===== src/rtl/cm_acq_cmd_engine.sv =====
// rtl/cm_acq_cmd_engine.sv - UART command packet parser driving a flash read request and a read-data FIFO to UART tx
// Optional checksum byte/CKS state enabled by defining CM_ACQ_CHECKSUM_EN.
module cm_acq_cmd_engine #(
  parameter int ADDR_W      = 24,
  parameter int LEN_W       = 16,
  parameter int FIFO_DEPTH  = 16,
  parameter int TIMEOUT_CYC = 50000
) (
  input  logic              clk,
  input  logic              rst,
  input  logic              rx_int,
  input  logic [7:0]        rx_data,
  output logic              flash_req,
  output logic [7:0]        flash_cmd,
  output logic [ADDR_W-1:0] flash_addr,
  output logic [LEN_W-1:0]  flash_len,
  input  logic              flash_ack,
  input  logic [7:0]        flash_rd_data,
  input  logic              flash_rd_valid,
  output logic              flash_rd_ready,
  input  logic              flash_done,
  output logic [7:0]        tx_data,
  output logic              tx_valid,
  input  logic              tx_ready,
  output logic              busy,
  output logic              err_cksum,
  output logic              err_timeout
);

  localparam int ADDR_BYTES = ADDR_W / 8;
  localparam int LEN_BYTES  = LEN_W / 8;
  localparam int PTR_W      = $clog2(FIFO_DEPTH);
  localparam int CNT_W      = PTR_W + 1;
  localparam int TMR_W      = $clog2(TIMEOUT_CYC + 1);
  localparam int BC_W       = 8;

`ifdef CM_ACQ_CHECKSUM_EN
  typedef enum logic [2:0] {IDLE, CMD, ADDR, LEN, CKS, ISSUE, XFER} state_t;
`else
  typedef enum logic [2:0] {IDLE, CMD, ADDR, LEN, ISSUE, XFER} state_t;
`endif

  state_t              state_q, state_d;
  logic [BC_W-1:0]     bcnt_q, bcnt_d;
  logic [TMR_W-1:0]    tmr_q, tmr_d;
  logic [7:0]          cmd_q, cmd_d;
  logic [ADDR_W-1:0]   addr_q, addr_d;
  logic [LEN_W-1:0]    len_q, len_d;
  logic                done_seen_q, done_seen_d;
  logic                err_to_q, err_to_d;
`ifdef CM_ACQ_CHECKSUM_EN
  logic [7:0]          cks_q, cks_d;
  logic                err_ck_q, err_ck_d;
`endif

  logic [7:0]          mem_q [FIFO_DEPTH];
  logic [PTR_W-1:0]    wr_ptr_q, rd_ptr_q;
  logic [CNT_W-1:0]    count_q, count_d;
  logic                full, empty, push, pop;
  logic                rx_phase;
  logic [ADDR_W-1:0]   addr_shift;
  logic [LEN_W-1:0]    len_shift;

  assign full           = (count_q == CNT_W'(FIFO_DEPTH));
  assign empty          = (count_q == '0);
  assign push           = flash_rd_valid && !full;
  assign pop            = !empty && tx_ready;
  assign flash_rd_ready = !full;
  assign tx_valid       = !empty;
  assign tx_data        = mem_q[rd_ptr_q];

  assign flash_req   = (state_q == ISSUE);
  assign flash_cmd   = cmd_q;
  assign flash_addr  = addr_q;
  assign flash_len   = len_q;
  assign busy        = (state_q != IDLE);
  assign err_timeout = err_to_q;
`ifdef CM_ACQ_CHECKSUM_EN
  assign err_cksum   = err_ck_q;
  assign rx_phase    = (state_q == CMD) || (state_q == ADDR) || (state_q == LEN) || (state_q == CKS);
`else
  assign err_cksum   = 1'b0;
  assign rx_phase    = (state_q == CMD) || (state_q == ADDR) || (state_q == LEN);
`endif

  assign addr_shift = ADDR_W'({addr_q, rx_data});
  assign len_shift  = LEN_W'({len_q, rx_data});

  always_comb begin
    state_d     = state_q;
    bcnt_d      = bcnt_q;
    tmr_d       = tmr_q;
    cmd_d       = cmd_q;
    addr_d      = addr_q;
    len_d       = len_q;
    done_seen_d = done_seen_q;
    err_to_d    = 1'b0;
`ifdef CM_ACQ_CHECKSUM_EN
    cks_d       = cks_q;
    err_ck_d    = 1'b0;
`endif
    unique case (state_q)
      IDLE: begin
        bcnt_d      = '0;
        tmr_d       = '0;
        done_seen_d = 1'b0;
`ifdef CM_ACQ_CHECKSUM_EN
        cks_d       = '0;
`endif
        if (rx_int && rx_data == 8'hA5) state_d = CMD;
      end
      CMD: begin
        if (rx_int) begin
          cmd_d   = rx_data;
          bcnt_d  = '0;
          state_d = ADDR;
`ifdef CM_ACQ_CHECKSUM_EN
          cks_d   = cks_q ^ rx_data;
`endif
        end
      end
      ADDR: begin
        if (rx_int) begin
          addr_d = addr_shift;
          bcnt_d = bcnt_q + 1'b1;
`ifdef CM_ACQ_CHECKSUM_EN
          cks_d  = cks_q ^ rx_data;
`endif
          if (bcnt_q == BC_W'(ADDR_BYTES - 1)) begin
            bcnt_d  = '0;
            state_d = LEN;
          end
        end
      end
      LEN: begin
        if (rx_int) begin
          len_d  = len_shift;
          bcnt_d = bcnt_q + 1'b1;
`ifdef CM_ACQ_CHECKSUM_EN
          cks_d  = cks_q ^ rx_data;
`endif
          if (bcnt_q == BC_W'(LEN_BYTES - 1)) begin
            bcnt_d  = '0;
`ifdef CM_ACQ_CHECKSUM_EN
            state_d = CKS;
`else
            state_d = (len_shift == '0) ? IDLE : ISSUE;
`endif
          end
        end
      end
`ifdef CM_ACQ_CHECKSUM_EN
      CKS: begin
        if (rx_int) begin
          if (rx_data != cks_q) begin
            err_ck_d = 1'b1;
            state_d  = IDLE;
          end else begin
            state_d = (len_q == '0) ? IDLE : ISSUE;
          end
        end
      end
`endif
      ISSUE: begin
        done_seen_d = 1'b0;
        if (flash_ack) state_d = XFER;
      end
      XFER: begin
        if (flash_done) done_seen_d = 1'b1;
        // A done pulse coincident with an empty FIFO exits immediately.
        if ((done_seen_q || flash_done) && empty && !push) begin
          done_seen_d = 1'b0;
          state_d     = IDLE;
        end
      end
      default: state_d = IDLE;
    endcase

    if (rx_phase) begin
      if (rx_int) begin
        tmr_d = '0;
      end else if (tmr_q == TMR_W'(TIMEOUT_CYC - 1)) begin
        tmr_d    = '0;
        err_to_d = 1'b1;
        state_d  = IDLE;
      end else begin
        tmr_d = tmr_q + 1'b1;
      end
    end

    count_d = count_q;
    if (push && !pop) count_d = count_q + 1'b1;
    else if (pop && !push) count_d = count_q - 1'b1;
  end

  always_ff @(posedge clk) begin
    if (rst) begin
      state_q     <= IDLE;
      bcnt_q      <= '0;
      tmr_q       <= '0;
      cmd_q       <= '0;
      addr_q      <= '0;
      len_q       <= '0;
      done_seen_q <= 1'b0;
      err_to_q    <= 1'b0;
`ifdef CM_ACQ_CHECKSUM_EN
      cks_q       <= '0;
      err_ck_q    <= 1'b0;
`endif
      wr_ptr_q    <= '0;
      rd_ptr_q    <= '0;
      count_q     <= '0;
    end else begin
      state_q     <= state_d;
      bcnt_q      <= bcnt_d;
      tmr_q       <= tmr_d;
      cmd_q       <= cmd_d;
      addr_q      <= addr_d;
      len_q       <= len_d;
      done_seen_q <= done_seen_d;
      err_to_q    <= err_to_d;
`ifdef CM_ACQ_CHECKSUM_EN
      cks_q       <= cks_d;
      err_ck_q    <= err_ck_d;
`endif
      count_q     <= count_d;
      if (push) wr_ptr_q <= wr_ptr_q + 1'b1;
      if (pop)  rd_ptr_q <= rd_ptr_q + 1'b1;
    end
  end

  always_ff @(posedge clk) begin
    if (push) mem_q[wr_ptr_q] <= flash_rd_data;
  end

endmodule


===== config.mk =====
export PLATFORM = sky130hd
export DESIGN_NAME = cm_acq_cmd_engine
export DESIGN_NICKNAME = d
export VERILOG_FILES = /design/src/rtl/cm_acq_cmd_engine.sv
export SDC_FILE = /design/constraint.sdc
export NUM_CORES = 1
export LEC_CHECK = 0
export ABC_AREA = 1
export BUFFER_PORTS_ARGS = -buffer_cell sky130_fd_sc_hd__buf_2
export CAP_MARGIN = 20
export CORE_MARGIN = 1
export CORE_UTILIZATION = 35
export CTS_CLUSTER_DIAMETER = 30
export DETAILED_ROUTE_END_ITERATION = 6
export PLACE_DENSITY = 0.59
export REMOVE_ABC_BUFFERS = 1
export SLEW_MARGIN = 20
export SYNTH_ARGS = -nofsm -noshare
export SYNTH_HDL_FRONTEND = slang
export SYNTH_SLANG_ARGS = --single-unit

===== constraint.sdc =====
create_clock -name clk -period 3 [get_ports clk]
set_clock_uncertainty 0.2 [all_clocks]
set_input_delay 0.15 -clock clk [delete_from_list [all_inputs] [get_ports clk]]
set_output_delay 0.15 -clock clk [all_outputs]
set_load 0.03 [all_outputs]

==> impl_metrics.csv <==
group,metric,value,unit
clock_network,cts_tree,"built",
synthesis,ys_seq_area_share,60.6,%
critical_path,critPathMaxFanout,27,
critical_path,cp_slowest_stage_delay,0.67,ns
route,drc,4,
synthesis,ys_seq_elements,222,
clock_network,path_clk_slew,0.05,ns
critical_path,cp-end-kind,"primary output",
clock_network,cts_hold_buf,22,
finish,fin_cells,1499,
synthesis,netlist_instances,1015,
finish,syn2layout_area_growth,25.4,%
placed_design,dp_slack,0.650,ns
synthesis,yosys-top-cells-count,"nand2_1, edfxtp_1, inv_1, nor2_1, o21ai_0",
die,rows,59,
critical_path,cp.required,2.65,ns
clock_network,root_buffer,"clkbuf_16",
job,maxCapViolations,0,
pwr,power,9.53,mW
outcome,failed_checks,"DRC",
sta,finalCritPeriodShare,87.6,%
synthesis,yosys_warnings,0,
clock_network,cts-resized-gates,0,
route,drt_iter0_drc,475,
global_route,grt_pass1_wl,35.6,mm
synthesis,synth-main-ff-cell,"edfxtp_1",
synthesis,ys_types,31,
route,wl,22.0,mm
die,design.die.area,27700,um2
clock_network,htreeDepth,2,
placed_design,dp_cells,1396,
synthesis,async_flop_share,0,%
critical_path,cpLargestDelayFamily,"flip-flops",
die,die_x,166,um
die,design.portCount,85,
clock_network,cts_sinks,222,
sta,finalHoldViolCount,0,
global_route,top_usage_layer,"met2",
global_route,use_met3,4.55,%
global_route,grt_use_met1,20.3,%
sta,finalMaxSlewViolations,0,
critical_path,path_common_cell,"nand3_1",
global_route,grtUsageMet2,25.6,%
synthesis,synth.avg_cell_area,9.31,um2
clock_network,cts_made_buffers,44,
critical_path,ff2ff_path_depth,15,
clock_network,post_cts_buffers,0,
pwr,ir_drop,0.418,mV
route,wl_per_cell,14.7,um
sta,fin_crit,2.63,ns
critical_path,start_kind,"register",
route,ant_nets,0,
sta,relSlewSlack,33.0,%
die,initial_utilization,36.0,%
route,dr.pass1.iters,7,
route,num_vias,7165,
critical_path,reg2reg_setup_slack,0.63,ns
synthesis,synth.top_cell.area_share,40.7,%
clock_network,clk_latency,0.52,ns
critical_path,crit_type,"register to primary output",
critical_path,slowest_stage,"dfxtp_2",
placed_design,gp_congestion,0.789,
finish,num-nets-final,1166,
sta,setup_viol,0,
pwr,cellPowerDensity,804,nW/um2
global_route,grt_pass1_vias,7003,
global_route,antenna_found_initial,0,
global_route,grt_usage,15.9,%
synthesis,synth.cell_area,9450,um2
die,dieHeight,166,um
hold_path,whs_path_depth,2,
die,core,26300,um2
pwr,p_leak,4.77,nW
outcome,outcome,"finished, violations left",
sta,clock.fmax,0.381,GHz
sta,tightest_slew,1.00,ns
synthesis,synth-edff-count,128,
critical_path,worstPathCellList,"buf_4, a21oi_1, o21ai_0, nand3_1, nand3_1, nand2_1, buf_2",
global_route,grt_max_degree,62,
placed_design,post-dp-hpwl,14.1,mm
critical_path,arrival,2.28,ns
sta,rsz0062_at_grt,"no",
synthesis,synth_area_leader_cell,"edfxtp_1",
sta,setup_slack,0.372,ns
synthesis,yosysMostFrequentCell,"nand2_1",
critical_path,cp.depth,7,
critical_path,critical_path_buf_inv_count,2,
finish,n_antenna_cell,0,
finish,drive_gt1_share,15.9,%
clock_network,cts_buffer_depth,3,
placed_design,io_buffers,83,
synthesis,synth_area_leaders,"edfxtp_1, dfxtp_1, nand2_1",
global_route,overflow,0,
route,vias_per_cell,4.78,
hold_path,hp-class,"register to register",
worst reg2reg max path, stage by stage, from the launching register on:
cell and delay [ns]:
dfxtp_1 0.31, nor2_1 0.16, nand4_1 0.12, nand2_1 0.17, inv_2 0.10, ha_1 0.27, fa_1 0.42, inv_1 0.07
nand2_1 0.04, nand2_1 0.05, nand2_1 0.06, nand2_1 0.06, nand2_1 0.04, nand2_1 0.06, nand2_1 0.04, a21oi_1 0.11
registers in the layout (all words and copies together), names as in the netlist, named ones only:
register and flops:
done_seen_q 1, flash_addr 24, count_q 5, rd_ptr_q 4, err_timeout 1, tmr_q 16, flash_len 16, state_q 3
mem_q 128, bcnt_q 8, wr_ptr_q 4, flash_cmd 8
cells in the final DEF (no fill, tap or decap), types with 8 or more instances in the layout:
cell,synthesis,routed
a21oi_1,96,96
buf_2,12,83
buf_4,4,8
clkbuf_16,0,46
clkinv_2,0,8
dfxtp_1,94,92
dlygate4sd3_1,0,22
edfxtp_1,128,128
ha_1,13,13
inv_1,126,126
inv_2,8,8
nand2_1,152,152
nand3_1,77,77
nand4_1,9,9
nor2_1,105,105
o211ai_1,34,34
o21ai_0,98,98
cell type report:
class,count,area (um2)
Clock inverter,28,275
Timing Repair Buffer,114,716
Inverter,134,503
Sequential cell,222,5730
Clock buffer,53,1190
Tap cell,335,419
Fill cell,2523,14400
Multi-Input combinational cell,613,3020
worst paths after layout:
| check | endpoint | startpoint |
|---|---|---|
| min reg2reg | tmr_q[15] | tmr_q[15] |
| min | tmr_q[15] | tmr_q[15] |
| max reg2reg | count_q[4] | count_q[0] |
| max | tx_data[0] | register |
report_power, final:
part / internal, mW / total (mW) / switching, mW
Combinational: 0.456 / 1.35 / 0.890
Clock: 3.10 / 4.72 / 1.62
Sequential: 3.33 / 3.46 / 0.135
Total: 6.88 / 9.53 / 2.65
per-stage QoR:
stage          cell area [um2]  hold WS, ns  TNS, ns  utilization [%]
2_1_floorplan             9250       0.0191    -1.95                -
3_3_place_gp             10200        0.242        0             38.7
3_5_place_dp             10200        0.255        0             38.7
4_1_cts                  11900        0.261        0             45.1
5_1_grt                  11900        0.279        0             45.1
6_report                 11900        0.254        0             45.1
kinds of logic after synthesis:
family | Yosys count | share of synthesized area, %
simple gates | 357 | 15.9
other cells | 1 | 0.0397
flops | 222 | 60.6
buf+inv | 180 | 7.47
fa+ha+maj | 14 | 1.93
xor+xnor | 7 | 0.649
compound gates | 234 | 13.5
metal layers:
metal / routed length [um] / share of wire (%)
met2: 9960 / 45
met4: 546 / 2.5
met3: 1570 / 7.1
met5: 0 / 0
met1: 9910 / 45
No activity file was read; power rests on OpenSTA's default activity.
